**src/rtl/onehot_seq_dec.sv**
```systemverilog
// Sequenced index-to-one-hot decoder: queues indices from a valid/ready
// handshake in a small FIFO and drives each as a one-hot vector for HOLD cycles.
module onehot_seq_dec #(
    parameter int unsigned N     = 8,
    parameter int unsigned HOLD  = 4,
    parameter int unsigned DEPTH = 4
) (
    input  logic                 clk,
    input  logic                 rst,
    input  logic [$clog2(N)-1:0] idx,
    input  logic                 idx_valid,
    output logic                 idx_ready,
    output logic [N-1:0]         out,
    output logic                 out_valid,
    output logic                 busy
);

    localparam int unsigned IW = $clog2(N);
    localparam int unsigned PW = $clog2(DEPTH);
    localparam int unsigned CW = PW + 1;
    localparam int unsigned HW = (HOLD > 1) ? $clog2(HOLD) : 1;

    localparam logic [CW-1:0] FULL    = CW'(DEPTH);
    localparam logic [HW-1:0] HOLD_M1 = HW'(HOLD - 1);

    typedef enum logic {
        S_IDLE  = 1'b0,
        S_DRIVE = 1'b1
    } state_t;

    state_t          r_state;
    state_t          w_state_nxt;

    logic [IW-1:0]   r_mem [DEPTH];
    logic [PW-1:0]   r_wr_ptr;
    logic [PW-1:0]   r_rd_ptr;
    logic [CW-1:0]   r_count;

    logic [HW-1:0]   r_cnt;
    logic [HW-1:0]   w_cnt_nxt;
    logic [N-1:0]    r_out;
    logic [N-1:0]    w_out_nxt;
    logic            r_out_valid;
    logic            w_out_valid_nxt;

    logic            w_push;
    logic            w_pop;
    logic            w_nonempty;
    logic [IW-1:0]   w_head;
    logic [N-1:0]    w_head_dec;

    // Ready depends only on registered occupancy; a same-cycle pop does not open a full FIFO.
    assign idx_ready  = !rst && (r_count != FULL);
    assign w_push     = idx_valid && idx_ready;
    assign w_nonempty = (r_count != '0);
    assign w_head     = r_mem[r_rd_ptr];
    assign w_head_dec = N'(1) << w_head;

    assign out       = r_out;
    assign out_valid = r_out_valid;
    assign busy      = r_out_valid || w_nonempty;

    // Output FSM state register.
    always_ff @(posedge clk) begin
        if (rst) begin
            r_state <= S_IDLE;
        end else begin
            r_state <= w_state_nxt;
        end
    end

    // Next state, next output, hold counter and pop decision.
    always_comb begin
        w_state_nxt     = r_state;
        w_cnt_nxt       = r_cnt;
        w_out_nxt       = r_out;
        w_out_valid_nxt = r_out_valid;
        w_pop           = 1'b0;

        case (r_state)
            S_IDLE: begin
                w_out_nxt       = '0;
                w_out_valid_nxt = 1'b0;
                if (w_nonempty) begin
                    w_pop           = 1'b1;
                    w_out_nxt       = w_head_dec;
                    w_out_valid_nxt = 1'b1;
                    w_cnt_nxt       = HOLD_M1;
                    w_state_nxt     = S_DRIVE;
                end
            end
            S_DRIVE: begin
                if (r_cnt != '0) begin
                    w_cnt_nxt = r_cnt - HW'(1);
                end else if (w_nonempty) begin
                    // Reload straight from the queue so consecutive codes have no gap.
                    w_pop           = 1'b1;
                    w_out_nxt       = w_head_dec;
                    w_out_valid_nxt = 1'b1;
                    w_cnt_nxt       = HOLD_M1;
                end else begin
                    w_out_nxt       = '0;
                    w_out_valid_nxt = 1'b0;
                    w_cnt_nxt       = '0;
                    w_state_nxt     = S_IDLE;
                end
            end
            default: begin
                w_state_nxt     = S_IDLE;
                w_out_nxt       = '0;
                w_out_valid_nxt = 1'b0;
                w_cnt_nxt       = '0;
            end
        endcase
    end

    // Registered outputs and hold counter.
    always_ff @(posedge clk) begin
        if (rst) begin
            r_out       <= '0;
            r_out_valid <= 1'b0;
            r_cnt       <= '0;
        end else begin
            r_out       <= w_out_nxt;
            r_out_valid <= w_out_valid_nxt;
            r_cnt       <= w_cnt_nxt;
        end
    end

    // FIFO pointers and occupancy.
    always_ff @(posedge clk) begin
        if (rst) begin
            r_wr_ptr <= '0;
            r_rd_ptr <= '0;
            r_count  <= '0;
        end else begin
            if (w_push) begin
                r_wr_ptr <= r_wr_ptr + PW'(1);
            end
            if (w_pop) begin
                r_rd_ptr <= r_rd_ptr + PW'(1);
            end
            case ({w_push, w_pop})
                2'b10:   r_count <= r_count + CW'(1);
                2'b01:   r_count <= r_count - CW'(1);
                default: r_count <= r_count;
            endcase
        end
    end

    // FIFO storage; contents are don't-care until written.
    always_ff @(posedge clk) begin
        if (w_push) begin
            r_mem[r_wr_ptr] <= idx;
        end
    end

endmodule

```
**config.mk**
```make
export PLATFORM = sky130hd
export DESIGN_NAME = onehot_seq_dec
export DESIGN_NICKNAME = d
export VERILOG_FILES = /design/src/rtl/onehot_seq_dec.sv
export SDC_FILE = /design/constraint.sdc
export NUM_CORES = 1
export LEC_CHECK = 0
export BUFFER_PORTS_ARGS = -buffer_cell sky130_fd_sc_hd__buf_2
export CAP_MARGIN = 15
export CORE_ASPECT_RATIO = 1.5
export CORE_MARGIN = 3
export CORE_UTILIZATION = 55
export CTS_CLUSTER_DIAMETER = 200
export DETAILED_ROUTE_END_ITERATION = 10
export MAX_ROUTING_LAYER = met4
export PLACE_DENSITY_LB_ADDON = 0.3
export SYNTH_ARGS = -nofsm -noshare
export SYNTH_HDL_FRONTEND = slang
export SYNTH_SLANG_ARGS = --single-unit
```
**constraint.sdc**
```tcl
create_clock -name clk -period 3.6 [get_ports clk]
set_input_delay 0.54 -clock clk [delete_from_list [all_inputs] [get_ports clk]]
set_output_delay 0.54 -clock clk [all_outputs]
set_load 0.05 [all_outputs]
```
## Yosys cells after proc, flatten, opt, wreduce, memory -nomap -nowiden

Memory sizes are Yosys's and may differ from the RTL's. A register that Yosys moved wholly into a read port is not among the register bits.
Cells that the tools add are included.

| word-level totals | value |
|---|---|
| register bits after elaboration | 19 |
| latch bits | 0 |
| ROM bits | 0 |
| memories | 1 |
| input port bits | 6 |
| output and inout port bits | 11 |
| memory bits (writable) | 12 |

Memory list:

| name | depth | width | rd ports | clocked after Yosys merged registers in | wr ports | line | RTL |
|---|---|---|---|---|---|---|---|
| r_mem | 4 | 3 | 1 | 1 | 1 | 34 | `logic [IW-1:0] r_mem [DEPTH];` |

| cells by class | value |
|---|---|
| div/mod/pow operators | 0 |
| multiplexer cells | 19 |
| reduce and logical (&&, ||, !) cells | 7 |
| magnitude comparators | 0 |
| bitwise gates (word level) | 1 |
| shift operators | 1 |
| add/subtract/negate cells | 5 |
| $mul | 0 |
| equality and inequality tests | 5 |

Operators by type and width:

| operator | number |
|---|---|
| two-way mux 8 bit | 2 |
| one-hot mux 8 bit (2 select lines) | 1 |
| two-way mux 2 bit | 5 |
| << shifter 1 x 3 -> 8 bit, first input constant | 1 |
| two-way mux 1 bit | 6 |
| one-hot mux 1 bit (2 select lines) | 3 |
| one-hot mux 3 bit (2 select lines) | 1 |
| adder 2 x 1 -> 2 bit, second input constant | 2 |
| inequality test 2 bit, second input constant | 2 |
| one-hot mux 2 bit (2 select lines) | 1 |
| nonzero test 2 bit | 2 |
| adder 3 x 1 -> 3 bit, second input constant | 1 |
| inequality test 3 bit, second input constant | 1 |
| nonzero test 3 bit | 1 |
| subtractor 3 x 1 -> 3 bit, second input constant | 1 |
| == test 2 x 1 -> 1 bit, second input constant | 1 |
| == test 2 bit, second input constant | 1 |
| logical AND 1 bit | 2 |
| subtractor 2 x 1 -> 2 bit, second input constant | 1 |
| logical NOT 1 bit | 1 |
| logical OR 1 bit | 1 |
| inverter 1 bit | 1 |

## Longest topological paths before layout

Gate-level depths: netlist of run 1.

| depth | value |
|---|---|
| depth after elaboration | 6 |
| mapped depth | 9 |
| depth with buffers taken out | 9 |

## Least setup slack after synthesis of run 1

Ideal clock, no wire load.

| timing path | value |
|---|---|
| kind | input -> register |
| start point | input rst |
| end point | register r_count[2] |
| arrival time | 2.046 ns |
| path buffers | 1 |
| slack | 1.484 ns |
| data required time | 3.530 ns |
| stages on the path | 9 |
| setup time | 0.070 ns |
| path through | clkbuf_8 > nor3_1 > inv_1 > ha_1 > inv_1 > fa_1 > xor2_1 > or3_1 > a21oi_1 |

| on the way | value |
|---|---|
| longest elaborated chain between the ends | 5 |
| elaborated cells on any way between the ends | 7 |

Ends and longest elaborated chain:

| item | line | RTL |
|---|---|---|
| start, declared | 9 | `input logic rst,` |
| logical NOT 1 bit | 53 | `assign idx_ready = !rst && (r_count != FULL);` |
| logical AND 1 bit | 53 |  |
| logical AND 1 bit | 54 | `assign w_push = idx_valid && idx_ready;` |
| == test 2 x 1 -> 1 bit or == test 2 bit (tied branches) | 143 | `case ({w_push, w_pop})` |
| one-hot mux 3 bit (2 select lines) or nonzero test 2 bit (tied branches) | n/a |  |
| end signal, assigned | 144 | `2'b10: r_count <= r_count + CW'(1);` |
| end signal, assigned | 145 | `2'b01: r_count <= r_count - CW'(1);` |
| end signal, assigned | 146 | `default: r_count <= r_count;` |
| end, declared | 37 | `logic [CW-1:0] r_count;` |

Several ways; a longest one is shown, not always the timed one.
A chain may end at the register's enable or synchronous reset.

## Worst setup path in the final report of run 1

| timing path | value |
|---|---|
| start point | register r_count[2] |
| end point | register r_count[2] |

| on the way | value |
|---|---|
| longest elaborated chain between the ends | 6 |
| elaborated cells on any way between the ends | 13 |

Ends and longest elaborated chain:

| item | line | RTL |
|---|---|---|
| nonzero test 3 bit | 55 | `assign w_nonempty = (r_count != '0);` |
| two-way mux 1 bit | 84, 95 |  |
| two-way mux 1 bit | 93 | `if (r_cnt != '0) begin` |
| one-hot mux 1 bit (2 select lines) | 80 | `case (r_state)` |
| == test 2 x 1 -> 1 bit or == test 2 bit (tied branches) | 143 |  |
| one-hot mux 3 bit (2 select lines) or nonzero test 2 bit (tied branches) | n/a |  |

Several ways; a longest one is shown, not always the timed one.

==> results of run 1 <==
[critical path: stages (launching register included)]
cell     delay (ns)
dfxtp_1        0.44
nor3b_2        0.30
nor3_1         0.15
inv_1          0.08
ha_1           0.18
inv_1          0.06
fa_1           0.37
xor2_1         0.16
or3_1          0.31
a21oi_1        0.14
[power groups by stage]
stage | Combinational, mW | Sequential [mW] | Clock (mW)
finish | 0.447 | 0.519 | 0.204
CTS | 0.452 | 0.519 | 0.209
global placement | 0.438 | 0.522 | 0
floorplan | 0.320 | 0.564 | 0
detailed placement | 0.450 | 0.528 | 0
global route | 0.497 | 0.531 | 0.223
[state kept, by name, summed over array words and instances, names as in the netlist, named ones only]
name and cells:
out 8, out_valid 1, r_cnt 2, r_count 3, r_mem 12, r_rd_ptr 2
r_state 1, r_wr_ptr 2
[synthesized netlist by cell type (all sizes together) (2+ instances only)]
| cell type | number |
|---|---|
| dfxtp | 21 |
| nor2 | 6 |
| o21ai | 4 |
| o21a | 2 |
| clkbuf | 2 |
| inv | 13 |
| ha | 5 |
| a21oi | 9 |
| edfxtp | 12 |
| or3 | 2 |
| and2 | 4 |
| or4 | 2 |
| nand3 | 5 |
| xor2 | 2 |
| nor3 | 2 |
| a32o | 4 |
| o31ai | 6 |
| mux4 | 3 |
[cell type report]
| type | count | area (µm²) |
|---|---|---|
| inverters | 13 | 48.8 |
| well taps | 23 | 28.8 |
| clock buffers | 5 | 37.5 |
| flip-flops and latches | 33 | 781 |
| fillers | 192 | 781 |
| multi-input cells | 64 | 538 |
| repair buffers | 16 | 80.1 |
| clock inverters | 3 | 17.5 |
[per-layer routing]
layer	routed length, µm	up-vias	global-route usage [%]
met2	1140	20	28.7
li1	-	454	-
met4	53	0	12.5
met1	832	412	16.4
met3	109	5	6.40
met5	0	-	-
[cell families (layout without fill, tap and decap cells)]
kind of cell,after synthesis,in the layout
mux,4,4
flops,33,33
buf+inv,15,37
compound gates,26,26
simple gates,26,26
xor+xnor,2,2
fa+ha+maj,6,6
[worst min path at each step]
| stage | endpoint | cells after the start | slack [ns] |
|---|---|---|---|
| 6_report | r_mem[2][1]$_DFFE_PP_ | 1 | 0.41 |
| 5_1_grt | r_mem[1][2]$_DFFE_PP_ | 1 | 0.40 |
| 4_1_cts | r_mem[0][0]$_DFFE_PP_ | 1 | 0.40 |
| 3_5_place_dp | out[0]$_SDFFE_PP0P_ | 1 | 0.46 |
| 3_3_place_gp | out[6]$_SDFFE_PP0P_ | 1 | 0.45 |
| 2_1_floorplan | flip-flop | 2 | 0.45 |
[metrics by stage]
stage	cell area, µm²	setup WS [ns]	total power [mW]	util, %	instances
floorplan	1390	1.48	0.883	-	112
global placement	1480	1.31	0.960	63.9	149
detailed placement	1480	1.18	0.979	63.9	149
CTS	1530	1.34	1.18	66.2	157
global route	1530	1.15	1.25	66.2	157
finish	1530	1.36	1.17	66.2	157
==> impl_metrics.json, run 1 <==
{
  "insertion_delay_ns": 0.34,
  "fmax_ghz": 0.446,
  "yosys.area_share.adder_pct": 5.96,
  "cts_hold_buf": 0,
  "antenna_found_initial": 0,
  "initial_core_util_pct": 59.9,
  "drc": 0,
  "crit_type": "reg2reg",
  "clockBufferDepth": 2,
  "intPower_mw": 0.688,
  "max-slew-margin-rel_pct": 67.5,
  "ir_drop_mv": 0.468,
  "track_usage_pct": 17.7,
  "synth-simple-area-share_pct": 12.4,
  "async_reset_ff_share_pct": 0,
  "ys_warn_count": 0,
  "most-common-layout-cells": "dfxtp_1, buf_2, inv_1, edfxtp_1, a21oi_1",
  "num_rows": 21,
  "grt_pass1_wl_mm": 3.64,
  "synthXorXnorAreaFrac_pct": 1.26,
  "core_mm2": 0.00231,
  "totalNegativeSetupSlack_ns": 0,
  "outcome": "completed",
  "syn_area_mm2": 0.00139,
  "synth_nets": 124,
  "p_sw_share_pct": 41.2,
  "gr-total-overflow": 0,
  "pwr-share-clk_pct": 17.4,
  "htreeDepth": 2,
  "firstDrtPassIters": 4,
  "grt_max_degree": 19,
  "synth_top_family_by_area": "compound AO/OA/AOI/OAI gates",
  "die_area_mm2": 0.00317,
  "cts_root_buf": "clkbuf_4",
  "worst_ep_required_time_ns": 3.88,
  "crit_path_end_kind": "flip-flop",
  "cts-resized-gates": 0,
  "io_buffer_count": 16,
  "synth-seq-area-share_pct": 56.4,
  "cts_num_sinks": 33,
  "whs_ns": 0.415,
  "synth_edf_count": 12,
  "synth_cell_types": 31,
  "drv_cap": 0,
  "antenna_left": 0,
  "clk_pin_slew_worst_paths_ns": 0.10,
  "viasPerCell": 5.68,
  "synth_seq_cells": 33,
  "gp_congestion": 0.750,
  "hp-class": "in2reg",
  "grt_setup_unrepaired": "false",
  "reg2reg_from": "r_count[2]$_SDFFE_PP0P_",
  "worstPathArrival_ns": 2.52,
  "power.density_mw_per_mm2": 763,
  "synth_area_per_cell_um2": 12.4,
  "first_iter_violations": 17,
  "die_h_um": 67.5,
  "p_seq_share_pct": 44.4,
  "period_minus_slack_ns": 2.24,
  "synth_compound_area_share_pct": 13.0,
  "antenna_cells": 0,
  "critPathLaunch": "r_count[2]$_SDFFE_PP0P_",
  "fin_nets": 145,
  "totalWireLength_mm": 2.13,
  "first_global_vias": 885,
  "synthMuxAreaShare_pct": 6.23,
  "switching_power_mw": 0.481,
  "postCtsSetupBuffers": 0,
  "wl_per_cell_um": 13.6,
  "netlist_instances": 112,
  "hpwl_mm": 1.65,
  "synth_top_area_share_pct": 30.4,
  "yosysTopAreaCell": "dfxtp_1",
  "synth_area_leaders": "dfxtp_1, edfxtp_1, ha_1",
  "combPwrFrac_pct": 38.2,
  "timing.rr.end": "r_count[2]$_SDFFE_PP0P_",
  "cp-start-kind": "flip-flop",
  "synth_ff_type": "dfxtp_1",
  "r2r_cells": 9,
  "vias": 891,
  "fin_crit_sh_pct": 62.2,
  "skew_ns": 0.00147,
  "drive_above_1_share_pct": 23.9,
  "setup_viol": 0,
  "min_from": "idx[1]",
  "cts_tree": "built",
  "die-width_um": 47.0,
  "critPathMaxFanout": 6,
  "cts_buffers": 5,
  "finalHoldViolCount": 0,
  "layout.cells.most_common": "dfxtp_1",
  "slew_viol_final": 0,
  "crit_end": "r_count[2]$_SDFFE_PP0P_",
  "area_delta_synth_final_pct": 10.6,
  "r2r_setup_slack_ns": 1.36,
  "ioPinCount": 17,
  "worst_pin_slew_ns": 0.484,
  "leakage_nw": 0.621
}
No activity file was read; power rests on OpenSTA's default activity.
==> run 2: changes to the inputs <==
==> constraint.sdc (replaced) <==
create_clock -name clk -period 2.3 [get_ports clk]
set_input_delay 0.345 -clock clk [delete_from_list [all_inputs] [get_ports clk]]
set_output_delay 0.345 -clock clk [all_outputs]
set_load 0.05 [all_outputs]
==> run 2 against run 1 <==
Global-route usage about the same. Largest power group unchanged. Power is 59% higher. Clock skew is 0.0043 ns higher. Combinational power rose by 60%. Die area stayed put.
==> impl_metrics.json, run 2 (synthesis gave the netlist of run 1 again) <==
{
  "min_from": "idx[0]",
  "fill_cells": 184,
  "num_rows": 21,
  "crit_type": "reg2reg",
  "final_util_pct": 67.3,
  "clockBufferDepth": 2,
  "grt_pass1_wl_mm": 3.68,
  "vias": 929,
  "totalNegativeSetupSlack_ns": 0,
  "die_area_mm2": 0.00317,
  "dp_cells": 150,
  "critPathMaxFanout": 5,
  "worstPathArrival_ns": 2.48,
  "initial_core_util_pct": 59.9,
  "track_usage_pct": 17.7,
  "grt_max_degree": 18,
  "largest_reg_flops": 12,
  "top_register": "r_mem",
  "cts_num_sinks": 33,
  "finalHoldViolCount": 0,
  "worst_pin_slew_ns": 0.354,
  "ioPinCount": 17,
  "drive_above_1_share_pct": 25.9,
  "first_global_vias": 904,
  "cp-start-kind": "flip-flop",
  "period_minus_slack_ns": 2.20,
  "first_iter_violations": 14,
  "layout.cells.most_common": "dfxtp_1",
  "ir_drop_mv": 0.744,
  "hp-class": "in2reg",
  "wl_per_cell_um": 14.3,
  "power_mw": 1.86,
  "skew_ns": 0.00580,
  "cts_root_buf": "clkbuf_4",
  "area_delta_synth_final_pct": 12.4,
  "drc": 0,
  "holdPathEnd": "r_mem[3][0]$_DFFE_PP_",
  "io_buffer_count": 16,
  "die_h_um": 67.5,
  "drv_cap": 0,
  "r2r_setup_slack_ns": 0.10,
  "viasPerCell": 5.88,
  "gr-total-overflow": 0,
  "worst_ep_required_time_ns": 2.58,
  "max-slew-margin-rel_pct": 76.3,
  "crit_path_end_kind": "flip-flop",
  "most-common-layout-cells": "dfxtp_1, buf_2, inv_1, edfxtp_1, a21oi_1",
  "setup_viol": 0,
  "r2r_cells": 9,
  "antenna_left": 0,
  "die-width_um": 47.0,
  "clk_pin_slew_worst_paths_ns": 0.11,
  "insertion_delay_ns": 0.35,
  "outcome": "completed",
  "place_area_mm2": 0.00148,
  "final_area_mm2": 0.00156,
  "htreeDepth": 2,
  "power.density_mw_per_mm2": 1200,
  "gp_congestion": 0.753,
  "fin_nets": 146,
  "fin_crit_sh_pct": 95.5,
  "slew_viol_final": 0,
  "antenna_found_initial": 0,
  "cts_tree": "built",
  "timing.rr.end": "r_count[2]$_SDFFE_PP0P_",
  "totalWireLength_mm": 2.27,
  "fmax_ghz": 0.455,
  "core_mm2": 0.00231,
  "hpwl_mm": 1.66,
  "reg2reg_from": "r_count[0]$_SDFFE_PP0P_",
  "fin_cells": 158,
  "cts_buffers": 5,
  "antenna_cells": 0,
  "hold_depth": 1,
  "firstDrtPassIters": 4,
  "leakage_nw": 0.618
}
run 2: worst max-delay path: stages (launching register included):
cell     delay, ns
dfxtp_1       0.52
or3_1         0.21
nand2_1       0.08
inv_1         0.08
ha_1          0.18
inv_1         0.06
fa_1          0.38
xor2_1        0.16
or3_1         0.30
a21oi_1       0.15
run 2: metal layers:
metal | up-vias | global-route usage, % | share of wire (%)
met4 | 0 | 15.2 | 3.1
met3 | 7 | 4.00 | 4.3
li1 | 461 | - | -
met1 | 439 | 16.1 | 37
met2 | 22 | 29.3 | 55
met5 | - | - | 0
run 2: metrics by stage:
step | setup slack [ns] | hold slack (ns)
floorplan | 0.282 | 0.444
global placement | 0.210 | 0.451
detailed placement | 0.105 | 0.459
CTS | 0.0594 | 0.194
global route | -0.00678 | 0.203
finish | 0.104 | 0.205
run 2: worst max-delay path by stage:
stage / from / end / slack, ns / cells past startpoint
after global placement: r_count[2]$_SDFFE_PP0P_ / r_count[2]$_SDFFE_PP0P_ / 0.21 / 9
after floorplan: r_count[2]$_SDFFE_PP0P_ / r_count[2]$_SDFFE_PP0P_ / 0.28 / 9
final: r_count[0]$_SDFFE_PP0P_ / r_count[2]$_SDFFE_PP0P_ / 0.10 / 9
after global routing: r_count[0]$_SDFFE_PP0P_ / r_count[2]$_SDFFE_PP0P_ / -0.007 / 9
after CTS: r_count[2]$_SDFFE_PP0P_ / r_count[2]$_SDFFE_PP0P_ / 0.06 / 9
after detailed placement: r_count[2]$_SDFFE_PP0P_ / r_count[2]$_SDFFE_PP0P_ / 0.11 / 9
run 2: area by class of cell:
cell class / count / area (µm²) / share of cell area [%]
sequential: 33 / 782 / 50.2
multi-input combinational: 64 / 549 / 35.3
timing repair buffer: 17 / 87.6 / 5.63
inverter: 13 / 48.8 / 3.14
clock buffer: 5 / 37.5 / 2.41
tap: 23 / 28.8 / 1.85
clock inverter: 3 / 22.5 / 1.45
run 2: where the power goes:
part | internal [mW] | switching (mW) | total (mW)
combinational | 0.259 | 0.456 | 0.715
clock | 0.118 | 0.209 | 0.327
sequential | 0.713 | 0.106 | 0.819
total | 1.09 | 0.771 | 1.86
run 2: timing repair:
item / in CTS / in global routing
endpoints found under the setup margin: 0 / 1
setup buffers: 0 / 0
resized for setup: 0 / 3
hold buffers: 0 / 0
==> run 3: changes to the inputs <==
--- a/config.mk
+++ b/config.mk
@@ -5,6 +5,7 @@
 export SDC_FILE = /design/constraint.sdc
 export NUM_CORES = 1
 export LEC_CHECK = 0
+export ABC_AREA = 1
 export BUFFER_PORTS_ARGS = -buffer_cell sky130_fd_sc_hd__buf_2
 export CAP_MARGIN = 15
 export CORE_ASPECT_RATIO = 1.5
==> run 3 against run 2 <==
Hold slack improved by 0.067 ns. Via count rose by 31%. Highest routed layer unchanged. Clock-buffer cell count rose by 3. Largest cell class unchanged. Register-to-register slack improved by 0.19 ns. Critical endpoint unchanged. First-iteration DRC count rose by 50%. Sequential power barely moved. Wire length rose by 25%. Fmax rose by 9.3%. Cell count rose by 53%. Setup slack improved by 0.19 ns. Critical path depth rose by 1. Die area rose by 13%.
==> impl_metrics.json, run 3 <==
{
  "die-width_um": 49.8,
  "worst_ep_required_time_ns": 2.53,
  "synth_area_per_cell_um2": 8.68,
  "largest_reg_flops": 12,
  "area_delta_synth_final_pct": 12.8,
  "cp_common_cell": "a21oi_1",
  "drive_above_1_share_pct": 27.0,
  "intPower_mw": 1.27,
  "async_reset_ff_share_pct": 0,
  "antenna_left": 0,
  "synth_ff_type": "dfxtp_1",
  "leakage_nw": 0.785,
  "track_usage_pct": 18.7,
  "hpwl_mm": 2.21,
  "critPathMaxStageDelay_ns": 0.39,
  "fin_nets": 215,
  "drv_cap": 0,
  "antenna_cells": 0,
  "worstPathCellList": "nor2_2, a21oi_2, nand2_2, ha_1, inv_1, fa_1, a21oi_1, o21ai_0, a21oi_1, o21a_1",
  "yosysTopAreaCell": "dfxtp_1",
  "grt_pass1_wl_mm": 4.84,
  "cts_buffers": 5,
  "firstDrtPassIters": 4,
  "cp-start-kind": "flip-flop",
  "fmax_ghz": 0.498,
  "gr-total-overflow": 0,
  "ys_warn_count": 0,
  "synth-seq-area-share_pct": 49.4,
  "num_rows": 23,
  "ioPinCount": 17,
  "crit_path_end_kind": "flip-flop",
  "power.density_mw_per_mm2": 1250,
  "cts_root_buf": "clkbuf_8",
  "synth_cell_types": 27,
  "totalNegativeSetupSlack_ns": 0,
  "initial_core_util_pct": 58.4,
  "outcome": "completed",
  "grt_use_met1_pct": 15.7,
  "gp_congestion": 0.769,
  "grt_max_degree": 20,
  "htreeDepth": 2,
  "synth_common_cells": "nand2_1, inv_1, dfxtp_1, nor2_1, edfxtp_1",
  "synth_edf_count": 12,
  "antenna_found_initial": 0,
  "synth_seq_cells": 33,
  "cts-resized-gates": 0,
  "most-common-layout-cells": "nand2_1, inv_1, dfxtp_1, nor2_1, buf_2",
  "wl_per_cell_um": 11.7,
  "totalWireLength_mm": 2.83,
  "combPwrFrac_pct": 43.5,
  "final_util_pct": 65.9,
  "cts_hold_buf": 0,
  "first_iter_violations": 21,
  "syn_area_mm2": 0.00158,
  "hp-class": "in2reg",
  "critPathMaxFanout": 9,
  "netlist_instances": 182,
  "synth_area_leaders": "dfxtp_1, edfxtp_1, nand2_1",
  "viasPerCell": 5.07,
  "skew_ns": 0.00287,
  "synth_most_common_cell": "nand2_1",
  "worstPathArrival_ns": 2.24,
  "pwr-share-clk_pct": 19.7,
  "top_usage_layer": "met2",
  "reg2reg_from": "r_count[0]$_SDFFE_PP0P_",
  "critPathLaunch": "r_count[0]$_SDFFE_PP0P_",
  "first_global_vias": 1263,
  "switching_power_mw": 0.967,
  "ir_drop_mv": 0.785,
  "cts_tree": "built",
  "crit_type": "reg2reg",
  "slowest_stage": "fa_1",
  "clk_pin_slew_worst_paths_ns": 0.06,
  "worst_pin_slew_ns": 0.419,
  "p_sw_share_pct": 43.3,
  "worst-path-buf-inv": 1,
  "finalHoldViolCount": 0,
  "period_minus_slack_ns": 2.01,
  "top_register": "r_mem",
  "drc": 0,
  "vias": 1221,
  "synth_nets": 194,
  "met2_usage_pct": 34.0,
  "clockBufferDepth": 2,
  "core_mm2": 0.00271,
  "postCtsSetupBuffers": 0,
  "cts_num_sinks": 33,
  "fin_crit_sh_pct": 87.4,
  "min_from": "idx[2]",
  "slew_viol_final": 0,
  "setup_viol": 0,
  "insertion_delay_ns": 0.28,
  "use_met3_pct": 4.37,
  "cp_top_family": "compound AO/OA/AOI/OAI gates",
  "p_seq_share_pct": 36.8,
  "die_h_um": 71.7,
  "synth_top_area_share_pct": 26.6,
  "layout.cells.most_common": "nand2_1",
  "max-slew-margin-rel_pct": 72.0,
  "io_buffer_count": 16,
  "grt_setup_unrepaired": "false",
  "die_area_mm2": 0.00357
}
-- run 3: routing by layer --
layer | wire, µm | part of all wire, % | up-vias
li1 | - | - | 616
met5 | 0 | 0 | -
met1 | 1060 | 38 | 572
met2 | 1570 | 55 | 22
met3 | 81 | 2.9 | 11
met4 | 119 | 4.2 | 0
-- run 3: final timing paths --
path / slack, ns / end / cells past startpoint
worst min-delay path: 0.27 / r_mem[2][2]$_DFFE_PP_ / 1
worst max register to register: 0.29 / r_count[2]$_SDFFE_PP0P_ / 10
worst max-delay path: 0.29 / r_count[2]$_SDFFE_PP0P_ / 10
worst min register to register: 0.47 / out[3]$_SDFFE_PP0P_ / 2
-- run 3: cell families after synthesis --
kind of cell | Yosys count | synth area share [%]
AO/OA/AOI/OAI | 22 | 10.6
adder cells (fa/ha/maj) | 6 | 5.23
buffers and inverters | 31 | 8.31
flip-flops | 33 | 49.4
AND/OR/NAND/NOR | 90 | 26.4
-- run 3: final cells by class --
cell class / count / area, µm²
clock buffer: 8 / 90.1
fill: 241 / 922
inverter: 28 / 110
multi-input combinational: 118 / 668
sequential: 33 / 781
tap: 37 / 46.3
timing repair buffer: 17 / 87.6
-- run 3: metrics by stage --
step / cells / cell area [µm²] / worst slack [ns] / hold slack, ns / power, mW
5_1_grt: 241 / 1780 / 0.0821 / 0.264 / 2.38
2_1_floorplan: 182 / 1580 / 0.121 / 0.444 / 1.62
6_report: 241 / 1780 / 0.291 / 0.272 / 2.23
3_5_place_dp: 233 / 1690 / 0.298 / 0.462 / 1.81
3_3_place_gp: 233 / 1690 / 0.401 / 0.461 / 1.76
4_1_cts: 241 / 1780 / 0.274 / 0.264 / 2.25
-- run 3: power groups by stage --
stage               Combinational, mW  Clock [mW]  Sequential, mW
CTS                             0.981       0.450           0.824
detailed placement              0.975           0           0.836
global placement                0.929           0           0.827
floorplan                       0.704           0           0.914
finish                          0.973       0.440           0.822
global route                     1.07       0.474           0.837
